**src/rtl/present_dropper.sv**
```systemverilog
`default_nettype none
// ============================================================================
// Module   : present_dropper
// Purpose  : Game object that periodically spawns a falling "present" at a
//            random X position. The present falls once per video frame,
//            optionally rests on the floor for a while, and can be collected
//            by the player at any point during its fall or rest.
// Revision : 1.0 - initial release
// ----------------------------------------------------------------------------
// Ports
//   clk            in   1       system clock
//   reset          in   1       asynchronous active-high reset
//   enable         in   1       game running
//   startOfFrame   in   1       one-cycle pulse once per video frame
//   playerHit      in   1       present/player collision (level)
//   randX          in   X_BITS  value from the random location generator
//   randRise       out  1       rise trigger to the random location generator
//   topLeftX       out  X_BITS  present X
//   topLeftY       out  Y_BITS  present Y
//   presentVisible out  1       present drawn
//   collectedPulse out  1       one-cycle pulse on collection
// ----------------------------------------------------------------------------
// Configuration
//   PRESENT_LAND_HOLD_EN  defined  : a landed present stays visible on the
//                                    floor for LAND_FRAMES frames.
//                         undefined: a present that reaches the floor
//                                    disappears on the following cycle.
// ============================================================================
module present_dropper #(
  parameter int X_BITS         = 11,
  parameter int Y_BITS         = 11,
  parameter int MIN_X          = 0,
  parameter int MAX_X          = 607,
  parameter int SPAWN_Y        = 0,
  parameter int FLOOR_Y        = 440,
  parameter int FALL_STEP      = 2,
  parameter int RESPAWN_FRAMES = 120,
  parameter int LAND_FRAMES    = 60
) (
  input  logic              clk,
  input  logic              reset,
  input  logic              enable,
  input  logic              startOfFrame,
  input  logic              playerHit,
  input  logic [X_BITS-1:0] randX,
  output logic              randRise,
  output logic [X_BITS-1:0] topLeftX,
  output logic [Y_BITS-1:0] topLeftY,
  output logic              presentVisible,
  output logic              collectedPulse
);

  // The shared frame counter must hold the larger of the two frame budgets.
  localparam int c_CNT_MAX = (RESPAWN_FRAMES > LAND_FRAMES) ? RESPAWN_FRAMES : LAND_FRAMES;
  localparam int c_CNT_W   = $clog2(c_CNT_MAX + 1);

  typedef enum logic [2:0] {
    S_IDLE      = 3'd0,
    S_REQ       = 3'd1,
    S_CAPTURE   = 3'd2,
    S_FALLING   = 3'd3,
`ifdef PRESENT_LAND_HOLD_EN
    S_LANDED    = 3'd4,
`endif
    S_COLLECTED = 3'd5
  } state_t;

  state_t             r_state;
  logic [c_CNT_W-1:0] r_cnt;
  logic               r_rise;
  logic [X_BITS-1:0]  r_x;
  logic [Y_BITS-1:0]  r_y;
  logic               r_vis;
  logic               r_pulse;

  logic [c_CNT_W-1:0] w_cnt_inc;
  int                 w_rand_i;
  logic [X_BITS-1:0]  w_spawn_x;
  logic [Y_BITS:0]    w_y_sum;
  logic               w_at_floor;
  logic [Y_BITS-1:0]  w_y_next;

  assign w_cnt_inc = r_cnt + 1'b1;

  // Clamp the random X into the legal spawn window. The comparison is done
  // in signed int so a zero MIN_X does not degenerate into a constant test.
  assign w_rand_i = int'(randX);

  always_comb begin
    w_spawn_x = randX;
    if (w_rand_i < MIN_X) begin
      w_spawn_x = X_BITS'(MIN_X);
    end else if (w_rand_i > MAX_X) begin
      w_spawn_x = X_BITS'(MAX_X);
    end
  end

  // One extra bit so a step near the top of the Y range cannot wrap below
  // the floor and keep the present falling forever.
  assign w_y_sum    = {1'b0, r_y} + (Y_BITS + 1)'(FALL_STEP);
  assign w_at_floor = (w_y_sum >= (Y_BITS + 1)'(FLOOR_Y));
  assign w_y_next   = w_at_floor ? Y_BITS'(FLOOR_Y) : w_y_sum[Y_BITS-1:0];

`ifndef PRESENT_LAND_HOLD_EN
  logic w_on_floor;
  assign w_on_floor = (r_y == Y_BITS'(FLOOR_Y));
`endif

  always_ff @(posedge clk or posedge reset) begin
    if (reset) begin
      r_state <= S_IDLE;
      r_cnt   <= '0;
      r_rise  <= 1'b0;
      r_x     <= X_BITS'(MIN_X);
      r_y     <= Y_BITS'(SPAWN_Y);
      r_vis   <= 1'b0;
      r_pulse <= 1'b0;
    end else if (!enable) begin
      // Pausing the game abandons any present in flight without a collection.
      r_state <= S_IDLE;
      r_cnt   <= '0;
      r_rise  <= 1'b0;
      r_vis   <= 1'b0;
      r_pulse <= 1'b0;
    end else begin
      case (r_state)
        S_IDLE: begin
          r_rise  <= 1'b0;
          r_vis   <= 1'b0;
          r_pulse <= 1'b0;
          if (startOfFrame) begin
            if (w_cnt_inc == c_CNT_W'(RESPAWN_FRAMES)) begin
              r_cnt   <= '0;
              r_rise  <= 1'b1;
              r_state <= S_REQ;
            end else begin
              r_cnt <= w_cnt_inc;
            end
          end
        end

        // randRise is high only while in REQ, and REQ is always followed by
        // CAPTURE, so the generator always sees a fresh rising edge.
        S_REQ: begin
          r_rise  <= 1'b0;
          r_state <= S_CAPTURE;
        end

        S_CAPTURE: begin
          r_x     <= w_spawn_x;
          r_y     <= Y_BITS'(SPAWN_Y);
          r_vis   <= 1'b1;
          r_state <= S_FALLING;
        end

        S_FALLING: begin
          if (playerHit) begin
            r_vis   <= 1'b0;
            r_pulse <= 1'b1;
            r_state <= S_COLLECTED;
`ifndef PRESENT_LAND_HOLD_EN
          end else if (w_on_floor) begin
            // The floor position is shown for one cycle, then the present goes.
            r_vis   <= 1'b0;
            r_cnt   <= '0;
            r_state <= S_IDLE;
`endif
          end else if (startOfFrame) begin
            r_y <= w_y_next;
`ifdef PRESENT_LAND_HOLD_EN
            if (w_at_floor) begin
              r_cnt   <= '0;
              r_state <= S_LANDED;
            end
`endif
          end
        end

`ifdef PRESENT_LAND_HOLD_EN
        S_LANDED: begin
          if (playerHit) begin
            r_vis   <= 1'b0;
            r_pulse <= 1'b1;
            r_cnt   <= '0;
            r_state <= S_COLLECTED;
          end else if (startOfFrame) begin
            if (w_cnt_inc == c_CNT_W'(LAND_FRAMES)) begin
              r_cnt   <= '0;
              r_vis   <= 1'b0;
              r_state <= S_IDLE;
            end else begin
              r_cnt <= w_cnt_inc;
            end
          end
        end
`endif

        S_COLLECTED: begin
          r_pulse <= 1'b0;
          r_vis   <= 1'b0;
          r_cnt   <= '0;
          r_state <= S_IDLE;
        end

        default: begin
          r_state <= S_IDLE;
          r_cnt   <= '0;
          r_rise  <= 1'b0;
          r_vis   <= 1'b0;
          r_pulse <= 1'b0;
        end
      endcase
    end
  end

  assign randRise       = r_rise;
  assign topLeftX       = r_x;
  assign topLeftY       = r_y;
  assign presentVisible = r_vis;
  assign collectedPulse = r_pulse;

endmodule
`default_nettype wire

```
**config.mk**
```make
export PLATFORM = sky130hd
export DESIGN_NAME = present_dropper
export DESIGN_NICKNAME = d
export VERILOG_FILES = /design/src/rtl/present_dropper.sv
export SDC_FILE = /design/constraint.sdc
export NUM_CORES = 1
export LEC_CHECK = 0
export CORE_ASPECT_RATIO = 0.8
export CORE_UTILIZATION = 50
export DETAILED_ROUTE_END_ITERATION = 16
export GPL_TIMING_DRIVEN = 0
export HOLD_SLACK_MARGIN = 0.05
export PLACE_DENSITY = 0.79
export SYNTH_ARGS = -nofsm -noshare
export SYNTH_HDL_FRONTEND = slang
export SYNTH_SLANG_ARGS = --single-unit
```
**constraint.sdc**
```tcl
create_clock -name clk -period 2.37 [get_ports clk]
set_clock_uncertainty 0.1 [all_clocks]
set_input_delay 0.474 -clock clk [delete_from_list [all_inputs] [get_ports clk]]
set_output_delay 0.474 -clock clk [all_outputs]
set_load 0.02 [all_outputs]
```
# Yosys cells after proc, flatten, opt, wreduce, memory -nomap -nowiden
# Index checks and enable logic that the tools add are counted.
# totals
regBits	35
out_inout_bits	25
elab_cells	70
inputBits	16
# classes
n_addsub	2
n_eq_ne	18
reduce_logical	10
n_mux	30
n_lt_le_gt_ge	3
# ops
op	n
2-to-1 mux 11 bit	6
2-to-1 mux 7 bit	5
case mux 11 bit (2 select lines)	1
case mux 7 bit (3 select lines)	1
2-to-1 mux 3 bit	5
!= test 3 bit, second input constant	5
adder 11 x 2 -> 12 bit, second input constant	1
>= comparator 12 x 9 -> 1 bit, second input constant	1
!= test 2 bit, second input constant	6
case mux 3 bit (4 select lines)	1
equality test 11 x 9 -> 1 bit, second input constant	1
> comparator 11 x 10 -> 1 bit, second input constant	1
less-than comparator 11 x 1 -> 1 bit, second input constant	1
2-to-1 mux 1 bit	8
adder 7 x 1 -> 7 bit, second input constant	1
equality test 7 bit, second input constant	1
equality test 3 x 2 -> 1 bit, second input constant	2
AND reduction 2 bit	3
AND reduction 5 bit	1
!= test 4 bit, second input constant	1
case mux 1 bit (2 select lines)	2
AND reduction 4 bit	1
equality test 3 x 1 -> 1 bit, second input constant	1
equality test 3 bit, second input constant	1
other kinds (6)	6

# Depth between registers and ports, before layout
# Gate-level depths: netlist of the first run.
# logic_depth
word_depth	7
mapped_depth	7
ltp_nobuf	7

# Least setup slack after synthesis of the first run
# OpenSTA, ideal clock, no wires.
# synth_path
path_kind	reg-to-reg
startpoint	register r_cnt[0]
endpoint	register r_cnt[4]
t_required_ns	2.146
t_arrival_ns	1.948
period_less_slack_ns	2.172
path_slack_ns	0.198
stages_incl_launch_ff	8
path_buffers	0
setup_time_ns	0.124
cell_sequence	dfrtp_1 ha_1 nand3_2 or3_1 a2111o_1 nand2_2 nor3_1 a211o_1
# synth_between
elab_chain_cells	6
# synth_rtl
item	line	rtl
start, declared	69	logic [c_CNT_W-1:0] r_cnt;
start signal, assigned	137	r_cnt <= w_cnt_inc;
adder 7 x 1 -> 7 bit *	83	assign w_cnt_inc = r_cnt + 1'b1;
equality test 7 bit	132	if (w_cnt_inc == c_CNT_W'(RESPAWN_FRAMES)) begin
2-to-1 mux 7 bit *	132	
2-to-1 mux 7 bit *	131	if (startOfFrame) begin
case mux 7 bit (3 select lines) *	126	case (r_state)
2-to-1 mux 7 bit *	118	end else if (!enable) begin
# Mark *: on every way between the ends. The rest lies on a longest branch, timed or not. The select of a mux whose other input is x is not followed.
# A chain may end at the register's enable or synchronous reset.

# Worst setup path after layout of the first run
# layout_path
startpoint	register r_cnt[1]
endpoint	register r_cnt[4]
# Same word-level chain as after synthesis.

==> results.json, run 1 <==
{
  "r2r_cells": 7,
  "crit_path_end_kind": "flop",
  "worstPathMaxFanout": 7,
  "hold_viol_final": 0,
  "ant_nets": 0,
  "antenna_found_initial": 0,
  "ys_ff_latch": 34,
  "seq_area_frac_synth_pct": 44.8,
  "worst_slack_ns": 0.0862,
  "grt_pass1_wl_um": 7330,
  "syn_inst": 212,
  "leakagePower_uw": 0.00108,
  "syn_nets": 231,
  "die_w_um": 70.9,
  "slew_headroom_pct": 52.2,
  "synth-edff-count": 0,
  "yosys-top-cells-area": "dfrtp_1 45%, nand2_1 6.7%, o21ai_0 5.8%",
  "synth_flop_cell": "dfrtp_1",
  "clockRootBuffer": "clkbuf_8",
  "hp-start": "topLeftX[6]",
  "wl_per_cell_um": 14.8,
  "r2r_setup_slack_ns": 0.09,
  "powerDensity_nw_per_um2": 744,
  "h-tree-depth": 2,
  "whs_endpoint": "topLeftX[6]",
  "path_class": "flop to flop",
  "drive_gt1_share_pct": 10.0,
  "timing.final.crit_share_pct": 96.4,
  "fp.dieH_um": 57.1,
  "final_area_um2": 2450,
  "cts_sinks": 34,
  "drt_wl_total_um": 4470,
  "grtUsageTotal_pct": 23.7,
  "clock_path_buffers": 2,
  "worst_pin_slew_ns": 0.715,
  "cts_tree": "built",
  "area_delta_synth_final_pct": 28.9,
  "post-route-min-period_ns": 2.28,
  "grt_max_degree": 35,
  "grt_pass1_vias": 1574,
  "synth_top_cell_by_area": "dfrtp_1",
  "hold_class": "flop to flop",
  "cp-start-kind": "flop",
  "synth_area_um2": 1900,
  "dieArea_um2": 4050,
  "via_per_inst": 5.76,
  "worstReg2RegEnd": "r_cnt[4]",
  "report.final.slew_viol_count": 0,
  "ys_types": 51,
  "io_buffer_count": 39,
  "place_ws_ns": -0.134,
  "vias": 1734,
  "placedInstanceArea_um2": 2340,
  "rows": 19,
  "num_io_pins": 41,
  "max_freq_mhz": 438,
  "cp.arrival_ns": 2.36,
  "hold_depth": 2,
  "final_nets": 278,
  "maxCapViolCount": 0,
  "vdd_drop_max_mv": 0.738,
  "run_status": "finished clean",
  "setup_viol": 0,
  "overflow": 0,
  "yosysWarnings": 0,
  "synth.avg_cell_area_um2": 8.96,
  "drt_first_iter_violations": 146,
  "clk_latency_ns": 0.29,
  "setup_tns_ns": 0,
  "hpwl_um": 3170,
  "r2r-start": "r_cnt[1]",
  "diodes": 0,
  "cp.required_ns": 2.45,
  "async_reset_ff_share_pct": 100,
  "synth_top_cell_area_share_pct": 44.8,
  "initial_core_util_pct": 54.0,
  "routabilityCongestion": 0.769,
  "drt_pre_antenna_iters": 6,
  "fp.coreArea_um2": 3520,
  "drc": 0,
  "cts_buffers": 5,
  "cts.clk_slew.worst_paths_ns": 0.07
}
worst max-delay path, stage by stage (launching register included):
cell	delay (ns)
dfrtp_1	0.43
ha_4	0.19
nand3_2	0.12
or3_1	0.39
a2111o_1	0.48
nand2_2	0.15
nor3_1	0.06
a211o_1	0.26
metrics by stage:
step,hold WS (ns),instances,util [%],power [uW]
2_1_floorplan,0.358,212,-,1120
3_3_place_gp,0.359,293,66.6,1400
3_5_place_dp,0.369,293,66.6,1410
4_1_cts,0.384,300,68.8,1820
5_1_grt,0.409,301,69.6,1930
6_report,0.375,301,69.6,1820
logic make-up after synthesis:
logic type,after synthesis,share of synthesized area [%]
AND/OR/NAND/NOR,90,23.8
AO/OA/AOI/OAI,60,20.7
buffers and inverters,17,4.81
flip-flops,34,44.8
adder cells (fa/ha/maj),3,1.98
other,1,0.197
XOR/XNOR,4,1.84
multiplexers,3,1.84
metal layers:
| metal | vias up | part of all wire, % | wire length (um) | global-route usage [%] |
|---|---|---|---|---|
| met4 | 0 | 1.6 | 72 | 10.3 |
| li1 | 855 | - | - | - |
| met1 | 830 | 49 | 2210 | 34.5 |
| met5 | - | 0 | 0 | 0 |
| met3 | 7 | 5.3 | 238 | 5.65 |
| met2 | 42 | 44 | 1950 | 34.1 |
final cells by class:
cell class / instances / area [um2]
timing repair buffer: 40 / 398
inverter: 10 / 37.5
sequential: 34 / 851
multi-input combinational: 161 / 976
buffer: 7 / 53.8
clock buffer: 5 / 68.8
fill: 302 / 1070
tap: 42 / 52.6
clock inverter: 2 / 10.0
state kept, by name (all words and copies together) (netlist names):
signal and cells:
presentVisible 1, r_cnt 7, topLeftX 11, randRise 1, collectedPulse 1, r_state 3
topLeftY 10
cells in the mapped netlist, drive strengths merged, types with 2 or more instances:
master	n
a21o	4
dfrtp	34
a211o	3
nor2	19
a22oi	2
and2	3
buf	5
nor4b	2
o31ai	4
o311ai	2
or3	4
ha	3
a211oi	2
and4	2
clkbuf	2
nor3	6
a21oi	10
nor4	2
xor2	3
nand2	35
inv	10
mux2i	2
o22ai	3
o21ai	22
nand3	9
nor3b	2
power by group:
| group | switching [uW] | internal [uW] | leakage (uW) |
|---|---|---|---|
| clock network | 212 | 197 | 0.0000438 |
| logic | 347 | 291 | 0.000583 |
| registers | 81.5 | 692 | 0.000456 |
| total | 641 | 1180 | 0.00108 |
cell usage in the layout, fill, tap and decap left out, types with 3 or more instances in the layout:
master            n
a21oi_1          10
inv_1             9
a21o_1            3
nand2_1          34
buf_6             3
nor2_1           19
nand3_1           8
clkdlybuf4s50_1  39
nor3_1            6
xor2_1            3
and2_1            3
o31ai_1           4
o21ai_0          22
or3_1             4
a211o_1           3
dfrtp_1          34
clkbuf_8          5
repair_timing:
action                                  CTS  global route
hold buffers                              0             0
gates resized for setup                   0             4
setup buffers                             0             1
endpoints found under the setup margin    0             6
worst max path at each step:
stage	endpoint	startpoint	cells past startpoint	slack [ns]
4_1_cts	r_cnt[4]	r_cnt[0]	7	0.01
5_1_grt	r_cnt[4]	r_cnt[1]	7	-0.005
2_1_floorplan	r_cnt[4]	r_cnt[0]	7	0.20
3_5_place_dp	topLeftY[4]	startOfFrame	6	-0.13
3_3_place_gp	r_cnt[3]	enable	6	-0.1
6_report	r_cnt[4]	r_cnt[1]	7	0.09
Power figures use the tool's default switching activity.
==> run 2, diff against run 1 <==
- SLEW_MARGIN: not set -> 5
==> results of run 2 <==
Same layout as run 1: the final DEF is identical, and so are final timing and power.
==> run 3, diff against run 2 <==
- CTS_BUF_LIST: not set -> sky130_fd_sc_hd__clkbuf_4 sky130_fd_sc_hd__clkbuf_8
- CTS_CLUSTER_SIZE: not set -> 30
==> results of run 3 <==
Same layout as run 1: the final DEF is identical, and so are final timing and power.
